==> src/rtl/blockade_loader.sv <==
// blockade_loader: buffers the HPS ROM download into core ROM writes and holds the core in reset until the image is loaded.
// Ports:
//   clk, reset                    - system clock, synchronous active-high reset
//   ioctl_download/index/wr/addr/dout - HPS download stream (only index 0 is ROM data)
//   ioctl_wait                    - back-pressure to HPS, raised at occupancy FIFO_DEPTH-1
//   dn_addr/dn_data/dn_wr         - paced ROM write port into the core (max 1 write per 2 clk)
//   core_reset                    - high until the image is written and the hold time has elapsed
//   load_done/load_error          - load finished / last load was short, long, overflowed or out of range
//   byte_count                    - in-range bytes accepted in the current/last load
module blockade_loader #(
    parameter int EXPECTED_BYTES = 4608,
    parameter int RESET_HOLD     = 16,
    parameter int FIFO_DEPTH     = 4
) (
    input  logic        clk,
    input  logic        reset,
    input  logic        ioctl_download,
    input  logic [7:0]  ioctl_index,
    input  logic        ioctl_wr,
    input  logic [15:0] ioctl_addr,
    input  logic [7:0]  ioctl_dout,
    output logic        ioctl_wait,
    output logic [13:0] dn_addr,
    output logic [7:0]  dn_data,
    output logic        dn_wr,
    output logic        core_reset,
    output logic        load_done,
    output logic        load_error,
    output logic [12:0] byte_count
);
    localparam int AW = $clog2(FIFO_DEPTH);
    localparam logic [16:0] EXP_ADDR  = 17'(EXPECTED_BYTES);
    localparam logic [13:0] EXP_CNT   = 14'(EXPECTED_BYTES);
    localparam logic [AW:0] FULL_LVL  = (AW + 1)'(FIFO_DEPTH);
    localparam logic [AW:0] WAIT_LVL  = (AW + 1)'(FIFO_DEPTH - 1);
    localparam logic [15:0] HOLD_LAST = 16'(RESET_HOLD - 1);

    typedef enum logic [2:0] {S_IDLE, S_LOADING, S_DRAIN, S_HOLD, S_DONE} state_t;

    state_t        r_state, w_next;
    logic          r_dl_prev;
    logic [21:0]   r_mem [FIFO_DEPTH];
    logic [AW-1:0] r_wp, r_rp;
    logic [AW:0]   r_cnt, w_cnt_next;
    logic [15:0]   r_hold;
    logic          r_range_err, r_ovf_err, r_load_error;
    logic          r_wait, r_dn_wr;
    logic [13:0]   r_dn_addr;
    logic [7:0]    r_dn_data;
    logic [12:0]   r_count;
    logic          w_start, w_in_range, w_full, w_empty, w_push, w_pop, w_to_hold, w_wr_ld;

    always_comb begin
        w_start    = ioctl_download && (ioctl_index == 8'd0) && !r_dl_prev;
        w_in_range = {1'b0, ioctl_addr} < EXP_ADDR;
        w_full     = r_cnt == FULL_LVL;
        w_empty    = r_cnt == '0;
        w_wr_ld    = (r_state == S_LOADING) && ioctl_wr;
        w_push     = w_wr_ld && w_in_range && !w_full;
        // a pop is blocked while the previous write is still on the bus, forcing a gap cycle
        w_pop      = ((r_state == S_LOADING) || (r_state == S_DRAIN)) && !w_empty && !r_dn_wr;
        w_cnt_next = r_cnt + (AW + 1)'(w_push) - (AW + 1)'(w_pop);
        w_to_hold  = (r_state == S_DRAIN) && w_empty && !r_dn_wr;
    end

    always_comb begin
        w_next = r_state;
        if (w_start)
            w_next = S_LOADING;
        else
            case (r_state)
                S_LOADING: w_next = ioctl_download ? S_LOADING : S_DRAIN;
                S_DRAIN:   w_next = w_to_hold ? S_HOLD : S_DRAIN;
                S_HOLD:    w_next = (r_hold == HOLD_LAST) ? S_DONE : S_HOLD;
                default:   w_next = r_state;
            endcase
    end

    // tracked through reset so a download still in progress is not seen as a new one
    always_ff @(posedge clk)
        r_dl_prev <= ioctl_download;

    always_ff @(posedge clk)
        if (w_push)
            r_mem[r_wp] <= {ioctl_addr[13:0], ioctl_dout};

    always_ff @(posedge clk) begin
        if (reset) begin
            r_state      <= S_IDLE;
            r_wp         <= '0;
            r_rp         <= '0;
            r_cnt        <= '0;
            r_hold       <= '0;
            r_wait       <= 1'b0;
            r_dn_wr      <= 1'b0;
            r_dn_addr    <= '0;
            r_dn_data    <= '0;
            r_count      <= '0;
            r_range_err  <= 1'b0;
            r_ovf_err    <= 1'b0;
            r_load_error <= 1'b0;
        end else begin
            r_state <= w_next;
            r_hold  <= (r_state == S_HOLD) ? r_hold + 16'd1 : '0;
            r_dn_wr <= w_pop && !w_start;
            if (w_pop && !w_start)
                {r_dn_addr, r_dn_data} <= r_mem[r_rp];
            if (w_start) begin
                r_wp         <= '0;
                r_rp         <= '0;
                r_cnt        <= '0;
                r_wait       <= 1'b0;
                r_count      <= '0;
                r_range_err  <= 1'b0;
                r_ovf_err    <= 1'b0;
                r_load_error <= 1'b0;
            end else begin
                r_wp   <= r_wp + AW'(w_push);
                r_rp   <= r_rp + AW'(w_pop);
                r_cnt  <= w_cnt_next;
                // based on next occupancy so a strobe one cycle late still fits
                r_wait <= w_cnt_next >= WAIT_LVL;
                if (w_push && (r_count != 13'h1FFF))
                    r_count <= r_count + 13'd1;
                if (w_wr_ld && !w_in_range)
                    r_range_err <= 1'b1;
                if (w_wr_ld && w_full)
                    r_ovf_err <= 1'b1;
                if (w_to_hold)
                    r_load_error <= ({1'b0, r_count} != EXP_CNT) || r_range_err || r_ovf_err;
            end
        end
    end

    assign ioctl_wait = r_wait;
    assign dn_addr    = r_dn_addr;
    assign dn_data    = r_dn_data;
    assign dn_wr      = r_dn_wr;
    assign core_reset = r_state != S_DONE;
    assign load_done  = r_state == S_DONE;
    assign load_error = r_load_error;
    assign byte_count = r_count;
endmodule
==> config.mk <==
export PLATFORM = sky130hd
export DESIGN_NAME = blockade_loader
export DESIGN_NICKNAME = d
export VERILOG_FILES = /design/src/rtl/blockade_loader.sv
export SDC_FILE = /design/constraint.sdc
export NUM_CORES = 1
export LEC_CHECK = 0
export BUFFER_PORTS_ARGS = -buffer_cell sky130_fd_sc_hd__buf_2
export CORE_MARGIN = 1.5
export CORE_UTILIZATION = 35
export CTS_BUF_LIST = sky130_fd_sc_hd__clkbuf_2 sky130_fd_sc_hd__clkbuf_4 sky130_fd_sc_hd__clkbuf_8
export DETAILED_ROUTE_END_ITERATION = 7
export GPL_TIMING_DRIVEN = 0
export SLEW_MARGIN = 20
export SYNTH_ARGS = -nofsm -noshare
export SYNTH_HDL_FRONTEND = slang
export SYNTH_SLANG_ARGS = --single-unit
==> constraint.sdc <==
create_clock -name clk -period 9.6 [get_ports clk]
set_input_delay 1.92 -clock clk [delete_from_list [all_inputs] [get_ports clk]]
set_output_delay 1.92 -clock clk [all_outputs]
set_load 0.01 [all_outputs]
**Word level (Yosys, flattened, before mapping)**

Memory sizes are Yosys's and may differ from the RTL's. A register that Yosys moved wholly into a read port is not among the register bits.
Index checks and enable logic that the tools add are counted.

- $add $sub $neg: 6
- Magnitude comparators: 2
- Eq/ne operators: 9
- Mux-type cells: 7
- Bitwise gates (word level): 1
- Reductions and logical operators: 28

Operators with widths:

| operator | number |
|---|---|
| 13-bit inequality test (second input constant) | 2 |
| 16-bit by 1-bit adder with 16-bit output (second input constant) | 1 |
| 16-bit by 4-bit equality test with 1-bit output (second input constant) | 1 |
| 16-bit by 13-bit less-than comparator with 1-bit output (second input constant) | 1 |
| 13-bit by 1-bit adder with 13-bit output (second input constant) | 1 |
| 1-bit logical AND | 13 |
| 3-bit one-hot mux with 3 select lines | 1 |
| 8-bit zero test | 1 |
| 3-bit by 2-bit equality test with 1-bit output (second input constant) | 2 |
| 3-bit equality test (second input constant) | 2 |
| 1-bit zero test | 6 |
| 2-bit by 1-bit adder with 2-bit output | 2 |
| 1-bit 2-to-1 mux | 4 |
| 4-bit nonzero test | 1 |
| 2-bit OR reduction | 2 |
| 3-bit by 1-bit adder with 3-bit output | 1 |
| 3-bit by 1-bit equality test with 1-bit output (second input constant) | 1 |
| 3-bit by 2-bit greater-or-equal comparator with 1-bit output (second input constant) | 1 |
| 3-bit zero test | 1 |
| 1-bit logical OR | 3 |
| 3-bit 2-to-1 mux | 1 |
| 3-bit inequality test (second input constant) | 1 |
| 3-bit nonzero test | 1 |
| 3-bit by 1-bit subtractor with 3-bit output | 1 |
| 2 further kinds | 2 |

- Flip-flop bits (word level): 45
- Bits in writable memories: 88
- Input bits: 36
- Output and inout port bits: 40
- Memories kept: 1

Memories:

| memory | depth | width | read ports | clocked after Yosys merged registers in | write ports | RTL line | text |
|---|---|---|---|---|---|---|---|
| r_mem | 4 | 22 | 1 | 1 | 1 | 42 | `logic [21:0] r_mem [FIFO_DEPTH];` |

**Longest topological paths before layout**

- Depth after elaboration: 7
- Mapped depth: 12
- Depth with buffers taken out: 11

**Worst setup path before layout**

OpenSTA, ideal clock, no wires.

- Kind: input to register
- Start point: in ioctl_addr[11]
- End point: mem r_mem[1][0] (enable)
- Data arrival time: 4.419 ns
- Data required time: 9.167 ns
- Path slack: 4.748 ns
- Cell stages on the path: 5
- Path through: o31a_1 -> nand4b_4 -> buf_6 -> buf_2 -> nor3b_1

- Cells in the longest elaborated chain, start to end: 5

Ends and longest elaborated chain:

| element | RTL line | text |
|---|---|---|
| start, declared | 20 | `input logic [15:0] ioctl_addr,` |
| 16-bit by 13-bit less-than comparator with 1-bit output | 55 | `w_in_range = {1'b0, ioctl_addr} < EXP_ADDR;` |
| 1-bit logical AND (2 in a row) | 59 | `w_push = w_wr_ld && w_in_range && !w_full;` |
| 1-bit 2-to-1 mux | 84 | `if (w_push)` |
| 1-bit 2-to-1 mux (not written as such) | 85 | `r_mem[r_wp] <= {ioctl_addr[13:0], ioctl_dout};` |
| end, declared | 42 |  |

No other way between the ends.

**Worst setup path in the final report**

- Start point: in ioctl_addr[11]
- End point: reg r_wait, in the netlist ioctl_wait

- Cells in the longest elaborated chain, start to end: 6

Ends and longest elaborated chain:

| element | RTL line | text |
|---|---|---|
| 16-bit by 13-bit less-than comparator with 1-bit output | 55 |  |
| 1-bit logical AND (2 in a row) | 59 |  |
| 3-bit by 1-bit adder with 3-bit output | 62 | `w_cnt_next = r_cnt + (AW + 1)'(w_push) - (AW + 1)'(w_pop);` |
| 3-bit by 1-bit subtractor with 3-bit output | 62 |  |
| 3-bit by 2-bit greater-or-equal comparator with 1-bit output | 122 | `r_wait <= w_cnt_next >= WAIT_LVL;` |
| end signal, assigned | 94 | `r_wait <= 1'b0;` |
| end signal, assigned | 112 | `r_wait <= 1'b0;` |
| end signal, assigned | 122 |  |
| end, declared | 47 | `logic r_wait, r_dn_wr;` |

No other way between the ends.
A chain may end at the register's enable or synchronous reset.

==> run metrics <==
outcome finished, final reports clean; max-slew violations 0; final setup vio count 0; total negative slack 0 ps; Worst Path Max Fanout 10; crit path cell chain buf_2, o31a_1, nand4b_4, buf_6, buf_2, ha_1, inv_1, ha_1, inv_1, fa_1, xor2_1, xnor2_1, a21oi_1; Final Cell Area 7385 um2; Critical R2R Capture ioctl_wait; via count 4,183; CTS sink count 155; Horiz. Die Dim 136.1 um; clock buffer depth 2; pre-CTS WS 5064 ps; layout cell share with drive strength beyond 1 26.12%; Max Clock Freq 242.2 MHz; Remaining DRCs 0; Layout Nets 613; asr flop ratio synth 0%; gr usage total 15.38%; Worst-path clk slew 80 ps; Hold Path Stages 2; Max stage delay cell, worst path fa_1; flops & latches, synth 155; Peak VDD IR 0.0001009 V; sequential share of the synthesized area 64.30%; Hold Path End r_ovf_err; Vias/cell 5.171; Routed wire per std cell 16.80 um; Post-CTS Resized 0; Seq pwr share 56.8%; worst reg2reg startpoint r_cnt[1]; r2r worst-path depth 12; CTS tree built; Combinational Power Share 1.4%; Final min period 4128 ps; Post-DP Area 6954 um2; clock power share 41.8%; synthesized instance count 469; Worst Hold Class reg -> reg; H-tree levels 4; drt total wl 13,590 um; sw power 239.6 uW; I/O pin total 76; Switching Share 19.44%; number of synthesized flops with an enable pin 88; CP bufs+invs 5; Clk Latency, worst-skew pair 440 ps; Worst Path Required 9900 ps; CP peak stage delay 390 ps; Initial Utilization 35.82%; CP top delay family adder cells; Syn Area/Cell 13.21 um2; CTS root buffer clkbuf_8; Area Growth Syn to Fin 19.18%; GRT Residual Overflow 0; initial antenna violation count 3; detailed placer's ending HPWL 9389 um; internal power 993.0 uW; ANT nets after route 0; crit end category flop; Tcrit/Tclk final 43.00%; Mapped Area 6196 um2; GPL Wtd Cong 0.8421; drt pass-1 iters 4; Yosys cell types 44; CP Data Arrival Time 4430 ps; number of port buffers 74; min-delay src r_ovf_err; Design Power 1.233 mW; Std-Cell Core Area 17,300 um2; Worst Max-Slew Pin Slew 733.9 ps; Synthesized Nets 513; P_leak 2.516 nW; first-pass GRT wire length 21,450 um; clk_skew 9.571 ps; crit start category input port; Setup Buffers After CTS 0; vias in the first global route 4,139; largest net degree at the start of global routing 23; cts hold-fix bufs 0; unrepaired setup endpoints after global routing false; Relative slew margins 51.07%; Worst Path Class, Setup in -> reg; Die ar. 18,510 um2; dominant synthesized flop cell edfxtp_1; r2r setup slk 6580 ps; final worst setup slack 5472 ps; Die Height 136.1 um; CTS buffer count 17; pwr/cell area 166.9 nW/um2; Ys Warns 0; Iter 0 DRT Violations 242; Site Rows 48; final hold vios 0; Max Cap Viol 0
[worst min-delay path: stages, from the launching register on]
cell	delay, ps
dfxtp_1	340
a31oi_1	40
nor2_1	70
[cell type report]
| class | instances | area [um2] |
|---|---|---|
| antenna | 2 | 5.005 |
| buffer | 24 | 108.9 |
| clock buffer | 19 | 249.0 |
| clock inverter | 13 | 176.4 |
| fill | 1652 | 9912 |
| inverter | 13 | 48.80 |
| multi-input combinational | 277 | 2073 |
| sequential | 155 | 3984 |
| tap | 225 | 281.5 |
| timing repair buffer | 81 | 457.9 |
[cells by family (layout without fill, tap and decap cells)]
kind of cell,Yosys count,after routing,synth area share (%)
fa+ha+maj,8,8,1.737
buf+inv,37,150,2.544
flops,155,155,64.30
other cells,0,2,0
compound gates,82,82,7.492
simple gates,147,147,13.39
mux,22,22,7.997
xor+xnor,18,18,2.544
[through the flow]
| step | instances | utilization [%] | hold slack, ps |
|---|---|---|---|
| 3_3_place_gp | 768 | 39.59 | 445.7 |
| 6_report | 809 | 42.69 | 473.7 |
| 2_1_floorplan | 469 | - | 436.8 |
| 4_1_cts | 807 | 42.66 | 478.9 |
| 3_5_place_dp | 775 | 40.21 | 463.6 |
| 5_1_grt | 808 | 42.68 | 507.4 |
[how the worst max path moves through the flow]
stage | end | depth (start not counted) | startpoint | slack, ps
4_1_cts | ioctl_wait | 13 | ioctl_addr[11] | 5490
3_3_place_gp | r_mem[1][3] | 6 | ioctl_addr[11] | 3060
3_5_place_dp | ioctl_wait | 13 | ioctl_addr[11] | 5060
5_1_grt | ioctl_wait | 13 | ioctl_addr[11] | 5380
6_report | ioctl_wait | 13 | ioctl_addr[11] | 5470
2_1_floorplan | r_mem[1][0] | 5 | ioctl_addr[11] | 4750
[registers in the layout, summed over array words and instances (netlist names), 2 cells and up]
register and count:
r_cnt 3, r_hold 16, r_mem 88, byte_count 13, r_state 3, dn_addr 14
r_rp 2, r_wp 2, dn_data 8
[Yosys cell counts (all sizes together), types with 10 or more instances]
cell type | instances | share of area (%)
nand3 | 39 | 3.2
edfxtp | 88 | 43
or4 | 12 | 1.5
inv | 13 | 0.79
a21oi | 38 | 3.1
xnor2 | 10 | 1.4
nand2 | 11 | 0.67
buf | 10 | 0.91
o21ai | 24 | 1.9
mux4 | 22 | 8.0
nor2 | 35 | 2.1
dfxtp | 67 | 22
clkbuf | 14 | 0.85
[placed cells by master, fill, tap and decap left out, types with 3 or more instances in the layout]
cell,instances
nor2_1,34
clkbuf_8,17
buf_6,5
nor4_1,6
ha_1,7
o21a_1,3
xor2_1,8
clkbuf_1,14
a21oi_1,38
buf_2,80
xnor2_1,10
and3_1,3
and4_1,5
edfxtp_1,88
clkinvlp_4,3
or4_1,12
nand2_1,11
nand4_1,9
mux4_2,22
clkinv_2,5
nor4b_1,3
o21ai_0,22
nor3_1,4
and2_1,5
bufinv_16,4
dfxtp_1,67
o31ai_1,9
a211oi_1,3
buf_4,3
nand3_1,39
inv_1,12
nand2b_1,3
[routing by layer]
layer,GRT usage (%),share of wire (%)
met5,0,0
met3,4.661,5.4
met4,6.442,2.4
met2,25.03,49
met1,19.01,43
[power by group through the flow]
stage	clock network (mW)	registers [mW]	logic (mW)
finish	0.515	0.700	0.0178
global route	0.557	0.700	0.0198
CTS	0.529	0.700	0.0180
detailed placement	0	0.715	0.0180
global placement	0	0.715	0.0169
floorplan	0	0.715	0.00450
Power figures use the tool's default switching activity.
